$ cat src/rtl/cam_pkg.sv
// Shared types and helpers for the camera byte-pair capture front end.
package cam_pkg;

  localparam int unsigned BYTE_W = 8;
  localparam int unsigned PX_W   = 16;

  typedef enum logic [1:0] {
    MODE_RGB565 = 2'b00,
    MODE_RGB555 = 2'b01,
    MODE_RGB444 = 2'b10,
    MODE_YUV_Y  = 2'b11
  } cam_mode_e;

  typedef enum logic [1:0] {
    IDLE,
    WAIT_FALL,
    ACTIVE,
    DONE
  } cam_state_e;

  // Bits needed to represent the values 0..n-1 (at least one bit).
  // Column/line counters need cam_bits(max+1); the address needs cam_bits(WIN_W*WIN_H).
  function automatic int unsigned cam_bits(input int unsigned n);
    return (n <= 2) ? 1 : $clog2(n);
  endfunction

endpackage

$ cat src/rtl/cam_capture_if.sv
// Sensor-side byte bus plus frame-buffer-side pixel write bus.
interface cam_capture_if #(
  parameter int unsigned ADDR_W = 17
);
  import cam_pkg::*;

  logic              vsync;
  logic              href;
  logic [BYTE_W-1:0] input_data;
  logic              px_valid;
  logic [PX_W-1:0]   px_data;
  logic [ADDR_W-1:0] px_addr;

  // Environment side: drives the sensor pins, receives pixel writes.
  modport master (
    output vsync, href, input_data,
    input  px_valid, px_data, px_addr
  );

  // Capture block side.
  modport slave (
    input  vsync, href, input_data,
    output px_valid, px_data, px_addr
  );

endinterface

$ cat src/rtl/cam_px_pack.sv
// Combinational byte-pair to 16-bit pixel packer for the four pixel formats.
module cam_px_pack
  import cam_pkg::*;
(
  input  logic [BYTE_W-1:0] b0,
  input  logic [BYTE_W-1:0] b1,
  input  cam_mode_e         mode,
  output logic [PX_W-1:0]   pixel
);

  // Select the packing for the latched format; RGB555 drops the green LSB b1[5].
  always_comb begin
    pixel = '0;
    unique case (mode)
      MODE_RGB565: pixel = {b0, b1};
      MODE_RGB555: pixel = {1'b0, b0[7:3], b0[2:0], b1[7:6], b1[4:0]};
      MODE_RGB444: pixel = {4'h0, b0[3:0], b1};
      MODE_YUV_Y:  pixel = {8'h00, b0};
      default:     pixel = '0;
    endcase
  end

endmodule

$ cat src/rtl/cam_capture.sv
// Camera capture front end: vsync/href framing FSM, byte-pair packing,
// window crop and linear frame-buffer addressing.
module cam_capture
  import cam_pkg::*;
#(
  parameter int unsigned SRC_W  = 320,
  parameter int unsigned SRC_H  = 240,
  parameter int unsigned WIN_W  = 320,
  parameter int unsigned WIN_H  = 240,
  parameter int unsigned ADDR_W = 17,
  parameter int unsigned X_W    = 10,
  parameter int unsigned Y_W    = 9
) (
  input  logic           pclk,
  input  logic           rst,
  input  logic           capture_en,
  cam_capture_if.slave   bus,
  input  logic [1:0]     mode,
  input  logic [X_W-1:0] win_x0,
  input  logic [Y_W-1:0] win_y0,
  output logic           frame_start,
  output logic           frame_done,
  output logic           line_err,
  output logic           frame_err,
  output logic [7:0]     frame_cnt,
  output logic           busy
);

  localparam logic [X_W:0]    SRC_W_C   = (X_W+1)'(SRC_W);
  localparam logic [X_W:0]    WIN_W_C   = (X_W+1)'(WIN_W);
  localparam logic [Y_W:0]    SRC_H_C   = (Y_W+1)'(SRC_H);
  localparam logic [Y_W:0]    WIN_H_C   = (Y_W+1)'(WIN_H);
  localparam logic [ADDR_W:0] PIX_TOTAL = (ADDR_W+1)'(WIN_W * WIN_H);

  cam_state_e state, state_nxt;

  logic              vsync_q, href_q;
  logic              vs_rise, vs_fall, href_fall;
  cam_mode_e         mode_q;
  logic [X_W-1:0]    x0_q;
  logic [Y_W-1:0]    y0_q;
  logic [X_W-1:0]    x;
  logic [Y_W-1:0]    y;
  logic              phase;
  logic [BYTE_W-1:0] b0_q;
  logic [ADDR_W:0]   addr_cnt;
  logic [PX_W-1:0]   pixel;
  logic              px_valid_q;
  logic [PX_W-1:0]   px_data_q;
  logic [ADDR_W-1:0] px_addr_q;

  logic take_byte, take_even, take_odd, line_end, last_line;
  logic x_ok, y_ok, emit, relatch;

  cam_px_pack u_pack (
    .b0    (b0_q),
    .b1    (bus.input_data),
    .mode  (mode_q),
    .pixel (pixel)
  );

  assign vs_rise   = bus.vsync & ~vsync_q;
  assign vs_fall   = ~bus.vsync & vsync_q;
  assign href_fall = ~bus.href & href_q;

  // A vsync rise inside ACTIVE aborts the frame, so it suppresses capture that cycle.
  assign take_byte = (state == ACTIVE) && !vs_rise && bus.href;
  assign take_even = take_byte && !phase;
  assign take_odd  = take_byte && phase;
  assign line_end  = (state == ACTIVE) && !vs_rise && href_fall;
  assign last_line = (({1'b0, y} + 1'b1) == SRC_H_C);

  assign x_ok = ({1'b0, x} >= {1'b0, x0_q}) && ({1'b0, x} < ({1'b0, x0_q} + WIN_W_C));
  assign y_ok = ({1'b0, y} >= {1'b0, y0_q}) && ({1'b0, y} < ({1'b0, y0_q} + WIN_H_C));
  assign emit = take_odd && x_ok && y_ok && (addr_cnt < PIX_TOTAL);

  assign relatch = ((state == IDLE) && vs_rise && capture_en) ||
                   ((state == ACTIVE) && vs_rise);

  assign bus.px_valid = px_valid_q;
  assign bus.px_data  = px_data_q;
  assign bus.px_addr  = px_addr_q;

  // State register.
  always_ff @(posedge pclk) begin
    if (!rst) state <= IDLE;
    else      state <= state_nxt;
  end

  // Next-state logic for the framing FSM.
  always_comb begin
    state_nxt = state;
    unique case (state)
      IDLE:      if (vs_rise && capture_en) state_nxt = WAIT_FALL;
      WAIT_FALL: if (vs_fall) state_nxt = ACTIVE;
      ACTIVE: begin
        if (vs_rise)                    state_nxt = WAIT_FALL;
        else if (line_end && last_line) state_nxt = DONE;
      end
      DONE:      state_nxt = IDLE;
      default:   state_nxt = IDLE;
    endcase
  end

  // State-decoded outputs.
  always_comb begin
    busy       = 1'b0;
    frame_done = 1'b0;
    unique case (state)
      WAIT_FALL: busy = 1'b1;
      ACTIVE:    busy = 1'b1;
      DONE:      frame_done = 1'b1;
      default:   ;
    endcase
  end

  // Edge history, config latch, line/pixel counters and registered pixel output.
  always_ff @(posedge pclk) begin
    if (!rst) begin
      vsync_q     <= 1'b0;
      href_q      <= 1'b0;
      mode_q      <= MODE_RGB565;
      x0_q        <= '0;
      y0_q        <= '0;
      x           <= '0;
      y           <= '0;
      phase       <= 1'b0;
      b0_q        <= '0;
      addr_cnt    <= '0;
      px_valid_q  <= 1'b0;
      px_data_q   <= '0;
      px_addr_q   <= '0;
      frame_start <= 1'b0;
      line_err    <= 1'b0;
      frame_err   <= 1'b0;
      frame_cnt   <= '0;
    end else begin
      vsync_q     <= bus.vsync;
      href_q      <= bus.href;
      px_valid_q  <= emit;
      frame_start <= take_even && (x == '0) && (y == '0);
      line_err    <= line_end && (({1'b0, x} != SRC_W_C) || phase);
      frame_err   <= (state == ACTIVE) && vs_rise;

      if (relatch) begin
        mode_q <= cam_mode_e'(mode);
        x0_q   <= win_x0;
        y0_q   <= win_y0;
      end

      if (state != ACTIVE) begin
        x        <= '0;
        y        <= '0;
        phase    <= 1'b0;
        addr_cnt <= '0;
      end else begin
        if (take_even) begin
          b0_q  <= bus.input_data;
          phase <= 1'b1;
        end
        // x saturates so an over-long line cannot wrap back into the window.
        if (take_odd) begin
          phase <= 1'b0;
          if (x != '1) x <= x + 1'b1;
        end
        if (emit) begin
          px_data_q <= pixel;
          px_addr_q <= addr_cnt[ADDR_W-1:0];
          addr_cnt  <= addr_cnt + 1'b1;
        end
        if (line_end) begin
          x     <= '0;
          phase <= 1'b0;
          y     <= y + 1'b1;
        end
      end

      if (state == DONE) frame_cnt <= frame_cnt + 1'b1;
    end
  end

endmodule

$ cat src/flat_wrapper.sv
// flat-port wrapper written by rule: the top's interface ports become plain ports
module cam_capture_flat import cam_pkg::*;
#(
  parameter int unsigned SRC_W  = 320,
  parameter int unsigned SRC_H  = 240,
  parameter int unsigned WIN_W  = 320,
  parameter int unsigned WIN_H  = 240,
  parameter int unsigned ADDR_W = 17,
  parameter int unsigned X_W    = 10,
  parameter int unsigned Y_W    = 9
)
  (pclk, rst, capture_en, mode, win_x0, win_y0, frame_start, frame_done, line_err, frame_err, frame_cnt, busy, bus_vsync, bus_href, bus_input_data, bus_px_valid, bus_px_data, bus_px_addr);
  cam_capture_if #(.ADDR_W(ADDR_W)) bus_i ();
  input  logic pclk;
  input  logic rst;
  input  logic capture_en;
  input  logic [1:0] mode;
  input  logic [X_W-1:0] win_x0;
  input  logic [Y_W-1:0] win_y0;
  output logic frame_start;
  output logic frame_done;
  output logic line_err;
  output logic frame_err;
  output logic [7:0] frame_cnt;
  output logic busy;
  input wire logic [$bits(bus_i.vsync)-1:0] bus_vsync;
  input wire logic [$bits(bus_i.href)-1:0] bus_href;
  input wire logic [$bits(bus_i.input_data)-1:0] bus_input_data;
  output wire logic [$bits(bus_i.px_valid)-1:0] bus_px_valid;
  output wire logic [$bits(bus_i.px_data)-1:0] bus_px_data;
  output wire logic [$bits(bus_i.px_addr)-1:0] bus_px_addr;
  assign bus_i.vsync = bus_vsync;
  assign bus_i.href = bus_href;
  assign bus_i.input_data = bus_input_data;
  assign bus_px_valid = bus_i.px_valid;
  assign bus_px_data = bus_i.px_data;
  assign bus_px_addr = bus_i.px_addr;
  cam_capture #(.SRC_W(SRC_W), .SRC_H(SRC_H), .WIN_W(WIN_W), .WIN_H(WIN_H), .ADDR_W(ADDR_W), .X_W(X_W), .Y_W(Y_W)) u_core (.pclk(pclk), .rst(rst), .capture_en(capture_en), .bus(bus_i), .mode(mode), .win_x0(win_x0), .win_y0(win_y0), .frame_start(frame_start), .frame_done(frame_done), .line_err(line_err), .frame_err(frame_err), .frame_cnt(frame_cnt), .busy(busy));
endmodule
$ cat config.mk
export PLATFORM = sky130hd
export DESIGN_NAME = cam_capture_flat
export DESIGN_NICKNAME = d
export VERILOG_FILES = /design/src/rtl/cam_pkg.sv /design/src/rtl/cam_capture_if.sv /design/src/rtl/cam_px_pack.sv /design/src/rtl/cam_capture.sv /design/src/flat_wrapper.sv
export SDC_FILE = /design/constraint.sdc
export NUM_CORES = 1
export LEC_CHECK = 0
export ABC_CLOCK_PERIOD_IN_PS = 3900
export CORE_MARGIN = 3
export CORE_UTILIZATION = 55
export CTS_BUF_LIST = sky130_fd_sc_hd__clkbuf_4 sky130_fd_sc_hd__clkbuf_8 sky130_fd_sc_hd__clkbuf_16
export DETAILED_ROUTE_END_ITERATION = 16
export DONT_BUFFER_PORTS = 1
export GPL_TIMING_DRIVEN = 1
export PLACE_DENSITY = 0.68
export SETUP_SLACK_MARGIN = 0.2
export SLEW_MARGIN = 20
export SYNTH_ARGS = -nofsm -noshare
export SYNTH_HDL_FRONTEND = slang
export SYNTH_SLANG_ARGS = --single-unit
$ cat constraint.sdc
create_clock -name pclk -period 3.9 [get_ports pclk]
set_input_delay 1.17 -clock pclk [delete_from_list [all_inputs] [get_ports pclk]]
set_output_delay 1.17 -clock pclk [all_outputs]
set_load 0.03 [all_outputs]
Yosys cells after proc, flatten, opt, wreduce, memory -nomap -nowiden
Cells that the tools add are included.
- reductions and logical operators: 34
- $lt $le $gt $ge: 5
- mux-type cells: 8
- bitwise gates (word level): 8
- equal/unequal tests: 13
- add/sub/neg operators: 7
- operator list (kind ; number):
    16-bit case mux with 4 select lines ; 1
    18-bit by 1-bit adder with 18-bit output, second input constant ; 1
    1-bit logical AND ; 18
    18-bit by 17-bit less-than comparator with 1-bit output, second input constant ; 1
    10-bit by 9-bit adder with 11-bit output, second input constant ; 1
    10-bit by 11-bit less-than comparator with 1-bit output ; 1
    10-bit by 1-bit adder with 10-bit output, second input constant ; 1
    9-bit by 1-bit adder with 10-bit output, second input constant ; 1
    9-bit by 8-bit adder with 10-bit output, second input constant ; 1
    10-bit by 8-bit equality test with 1-bit output, second input constant ; 1
    10-bit greater-or-equal comparator ; 1
    10-bit logical NOT ; 1
    9-bit by 10-bit less-than comparator with 1-bit output ; 1
    10-bit != test, second input constant ; 1
    10-bit by 9-bit != test with 1-bit output, second input constant ; 1
    9-bit by 1-bit adder with 9-bit output, second input constant ; 1
    9-bit greater-or-equal comparator ; 1
    9-bit logical NOT ; 1
    8-bit by 1-bit adder with 8-bit output, second input constant ; 1
    2-bit equality test, second input constant ; 4
    2-bit 2-to-1 mux ; 4
    2-bit case mux with 4 select lines ; 1
    2-bit AND reduction ; 3
    1-bit NOT ; 5
    13 further kinds ; 22
- bits in registers: 116
- logic and storage cells: 93
- input bits: 34
- output and inout bits: 47

Longest topological paths before layout
- depth after elaboration: 10
- gate-level depth with buffers: 14
- mapped depth without buffers: 12

Modules after synthesis
Synthesis repeated with hierarchy kept, for this count alone.
- cells, all modules: 726
- area, all modules: 6277.3 um^2
- modules (own cells, without submodules) (module ; area each (um^2) ; times used ; cells an instance ; seq. area each (um^2)):
    cam_capture ; 6015.8 ; 1 ; 696 ; 2322.2
    cam_px_pack ; 261.5 ; 1 ; 30 ; 0.0

Worst setup path before layout
Ideal clock, no wire load.
- kind: input -> register
- from: in bus_vsync
- to: reg u_core.addr_cnt[14]
- path buffers: 1
- setup slack: 0.320 ns
- setup time: 0.071 ns
- data required time: 3.829 ns
- arrival time: 3.509 ns
- stages: 8
- path through: nand2b_1 clkbuf_1 nand4_1 or4_1 or3_1 or4_4 or4_1 a21oi_1
- cells in the longest elaborated chain, start to end: 8
- ends and longest elaborated chain (what ; RTL line ; RTL):
    start, declared ; flat_wrapper.sv:26 ; input wire logic [$bits(bus_i.vsync)-1:0] bus_vsync;
    1-bit bitwise AND ; cam_capture.sv:62 ; assign vs_rise = bus.vsync & ~vsync_q;
    1-bit logical NOT ; cam_capture.sv:67 ; assign take_byte = (state == ACTIVE) && !vs_rise && bus.href;
    1-bit logical AND (2 in series) ; cam_capture.sv:67 ;
    1-bit logical AND ; cam_capture.sv:69 ; assign take_odd = take_byte && phase;
    1-bit logical AND (3 in series) ; cam_capture.sv:75 ; assign emit = take_odd && x_ok && y_ok && (addr_cnt < PIX_TOTAL);
    end signal, assigned ; cam_capture.sv:169 ; addr_cnt <= addr_cnt + 1'b1;
    end, declared ; cam_capture.sv:46 ; logic [ADDR_W:0] addr_cnt;
Every way passes these cells.
A chain may end at the register's enable or synchronous reset.

Worst setup path after layout
- from: reg u_core.y0_q[4]
- to: reg u_core.addr_cnt[14]
- cells in the longest elaborated chain, start to end: 5
- elaborated cells between the ends (all ways): 6
- those cells by class: 1 x add/sub; 2 x order compare; 3 x reduce/logical
- ends and longest elaborated chain (what ; RTL line ; RTL):
    start, declared ; cam_capture.sv:41 ; logic [Y_W-1:0] y0_q;
    start signal, assigned ; cam_capture.sv:148 ; y0_q <= win_y0;
    9-bit by 8-bit adder with 10-bit output ; cam_capture.sv:74 ; assign y_ok = ({1'b0, y} >= {1'b0, y0_q}) && ({1'b0, y} < ({1'b0, y0_q} + WIN_H_C));
    9-bit by 10-bit less-than comparator with 1-bit output ; cam_capture.sv:74 ;
    1-bit logical AND (*) ; cam_capture.sv:74 ;
    1-bit logical AND (*) (2 in series) ; cam_capture.sv:75 ;
Every way passes the cells marked *; elsewhere a longest branch is shown, timed or not.

==> metrics.txt <==
outcome=finished clean; clock sink total=116; worst skew pair latency=0.53 ns; Non-Filler Instances=814; Logic pwr share=9.4%; Worst R2R Path Depth=12; post-synthesis async set-or-reset flop share=0%; Max-cap violations=0; Max FO, Critical Path=6; Core Region=0.0104 mm^2; Pwr Total=3.15 mW; initial drt markers=219; I/O pins=81; Post-route DRC=0; Hold WC Path Type=register to register; Min-Delay Path Depth=2; most frequent cells in the layout=dfxtp_1, nand2_1, mux2i_1; global-route wire length before repair=21,500 um; routability cong.=0.882; H-tree Lvls=4; synthesized area=0.00587 mm^2; RR Startpoint=u_core.y0_q[4]; GRT Total Usage=23.0%; Hold EP=u_core.addr_cnt[17]; clock share of power=50.6%; clock tree from TritonCTS=built; count of different cell masters after synthesis=48; Routed wire per std cell=16.1 um; total CTS buffers=17; Final setup viols=0; endpoints failing hold=0; initial antenna violation count=0; Peak Freq=280 MHz; DPL Wire Length=8870 um; Post-Syn Nets=745; pwr dens=473 mW/mm^2; total negative slack=0 ns; Rel. slew slack=41.3%; Avg Vias per Cell=5.69; Max rail drop VDD=0.341 mV; clock-pin slew on the worst setup and hold paths=0.06 ns; static leakage power=2.62 nW; Root Buffer=clkbuf_8; Tcrit/Tclk final=91.4%; via count=4,635; commonest non-fill, non-tap cell in the layout=dfxtp_1; NetSw=0.750 mW; fin nets=740; r2r endpoint=u_core.addr_cnt[14]; global route overflow=0; hold_sp=u_core.addr_cnt[17]; vias in the first global route=4,458; Final Critical Period=3.57 ns; antenna diode count=0; Worst Path Required=4.35 ns; die area=0.0120 mm^2; Slew Limit Fails=0; area of the multi-input gates=0.00337 mm^2; TritonRoute pass-1 iters=4; R2R Setup Slk=0.33 ns; largest net degree at the start of global routing=85; Post-DRT Antenna Nets=0; CP Capture Type=register; Longest Clk Path Bufs=2; Synth Area per Inst=8.77 um^2; clk_skew=0.0149 ns; Seq pwr share=40.0%; Port Buffers=0; ratio of cells with drive above 1 in the final layout=8.70%; synth warn=0; Fill cells=890; Post-Route WL=13,100 um; Die Height=109 um; sw frac=23.8%; Initial Utilization=56.6%; CP arrival=4.02 ns; Chip Width=109 um; Seq/Total Area, Yosys=39.5%; Most used DFF post-synth=dfxtp_1; type of the worst setup path=register to register; Row Count=37; Area growth syn-to-layout=13.4%; flops & latches, synth=116; cells after synthesis=670; slew of the pin with the lowest slew margin=0.880 ns; EDFF count, synth=0; DP Cell Count=779; cell internal pwr=2.40 mW; startpoint types=register; RSZ-0062 raised after global routing=no; Register Area=0.00233 mm^2
[per-stage QoR]
stage	worst slack [ns]	util (%)	area, um^2	hold slack [ns]
after global placement	0.318	57.6	5970	0.432
after global routing	0.197	64.2	6660	0.456
after detailed placement	0.244	57.6	5970	0.439
after floorplan	0.320	-	5870	0.416
after CTS	0.303	63.5	6590	0.448
final	0.334	64.2	6660	0.455
[power by group through the flow]
stage	clock network, mW	registers (mW)	logic [mW]
2_1_floorplan	0	1.26	0.238
3_3_place_gp	0	1.28	0.270
3_5_place_dp	0	1.28	0.279
4_1_cts	1.63	1.26	0.284
5_1_grt	1.68	1.26	0.331
6_report	1.59	1.26	0.295
[registers in the layout (all words and copies together) (netlist names), 2 cells and up]
register	flops
u_core.bus.px_addr	17
u_core.mode_q	2
u_core.frame_cnt	8
u_core.addr_cnt	18
u_core.y0_q	9
u_core.bus.px_data	16
u_core.x0_q	10
u_core.x	10
u_core.b0_q	8
u_core.state	2
u_core.y	9
[worst max-delay path, cell delays in order, from the launching register on]
cell	delay (ns)
dfxtp_2	0.34
inv_2	0.08
ha_4	0.14
nand3_2	0.11
xnor2_2	0.16
ha_1	0.33
a21oi_2	0.13
o22ai_1	0.08
or4_1	0.56
or3_1	0.32
or4_4	0.56
or4_4	0.54
a21oi_2	0.14
[how the worst max path moves through the flow]
stage	start	end	slack (ns)	depth (start not counted)
floorplan	bus_vsync	u_core.addr_cnt[14]	0.32	8
global placement	bus_vsync	u_core.addr_cnt[14]	0.32	7
detailed placement	bus_vsync	u_core.addr_cnt[14]	0.24	7
CTS	u_core.x0_q[6]	u_core.addr_cnt[14]	0.30	10
global route	u_core.y0_q[4]	u_core.addr_cnt[14]	0.20	12
finish	u_core.y0_q[4]	u_core.addr_cnt[14]	0.33	12
[cells by family after synthesis]
group,Yosys count,share of synthesized area (%)
xor gates and xnor gates,25,3.73
DFF,116,39.5
and+or+nand+nor,273,23.9
adders and majority gates,41,8.73
AOI/OAI and AO/OA,112,12.9
muxes,42,7.16
buffers and inverters,61,4.07
[layout make-up]
type	instances	area share, %
Clock buffer	24	7.38
Clock inverter	8	1.84
Inverter	29	1.63
Multi-Input combinational cell	493	50.6
Sequential cell	116	34.9
Tap cell	136	2.56
Timing Repair Buffer	8	1.09
[per-layer routing]
metal | track usage [%] | wire (um) | vias to the layer above
li1 | - | - | 2325
met1 | 28.5 | 5800 | 2190
met2 | 36.0 | 6220 | 106
met3 | 7.99 | 877 | 14
met4 | 10.6 | 189 | 0
met5 | 0 | 0 | -
[synth_stat cells, drive strengths merged, types with 3 or more instances]
cell | instances | share of area (%)
inv | 29 | 1.9
clkbuf | 29 | 1.9
dfxtp | 116 | 40
nor3b | 3 | 0.38
or3 | 11 | 1.2
o31ai | 6 | 0.77
nand4 | 13 | 1.4
nand2 | 85 | 5.4
o21ai | 23 | 2.0
a21boi | 25 | 3.2
buf | 3 | 0.36
xor2 | 11 | 1.6
nor3 | 5 | 0.43
nand3b | 5 | 0.64
nor2 | 36 | 2.3
xnor2 | 14 | 2.1
nor2b | 35 | 3.7
a211oi | 4 | 0.51
and3 | 10 | 1.1
mux2i | 42 | 7.2
o21a | 3 | 0.38
and2 | 11 | 1.2
a21oi | 26 | 2.2
nand3 | 30 | 2.6
nor4 | 4 | 0.43
o211a | 10 | 1.7
or4 | 6 | 0.83
nand2b | 11 | 1.2
ha | 41 | 8.7
[what timing repair did]
action                     in CTS  in global routing
resized for setup               0                 17
buffers inserted                0                  3
hold buffers                    0                  0
setup endpoints to repair       0                  2
No activity file was read; power rests on OpenSTA's default activity.
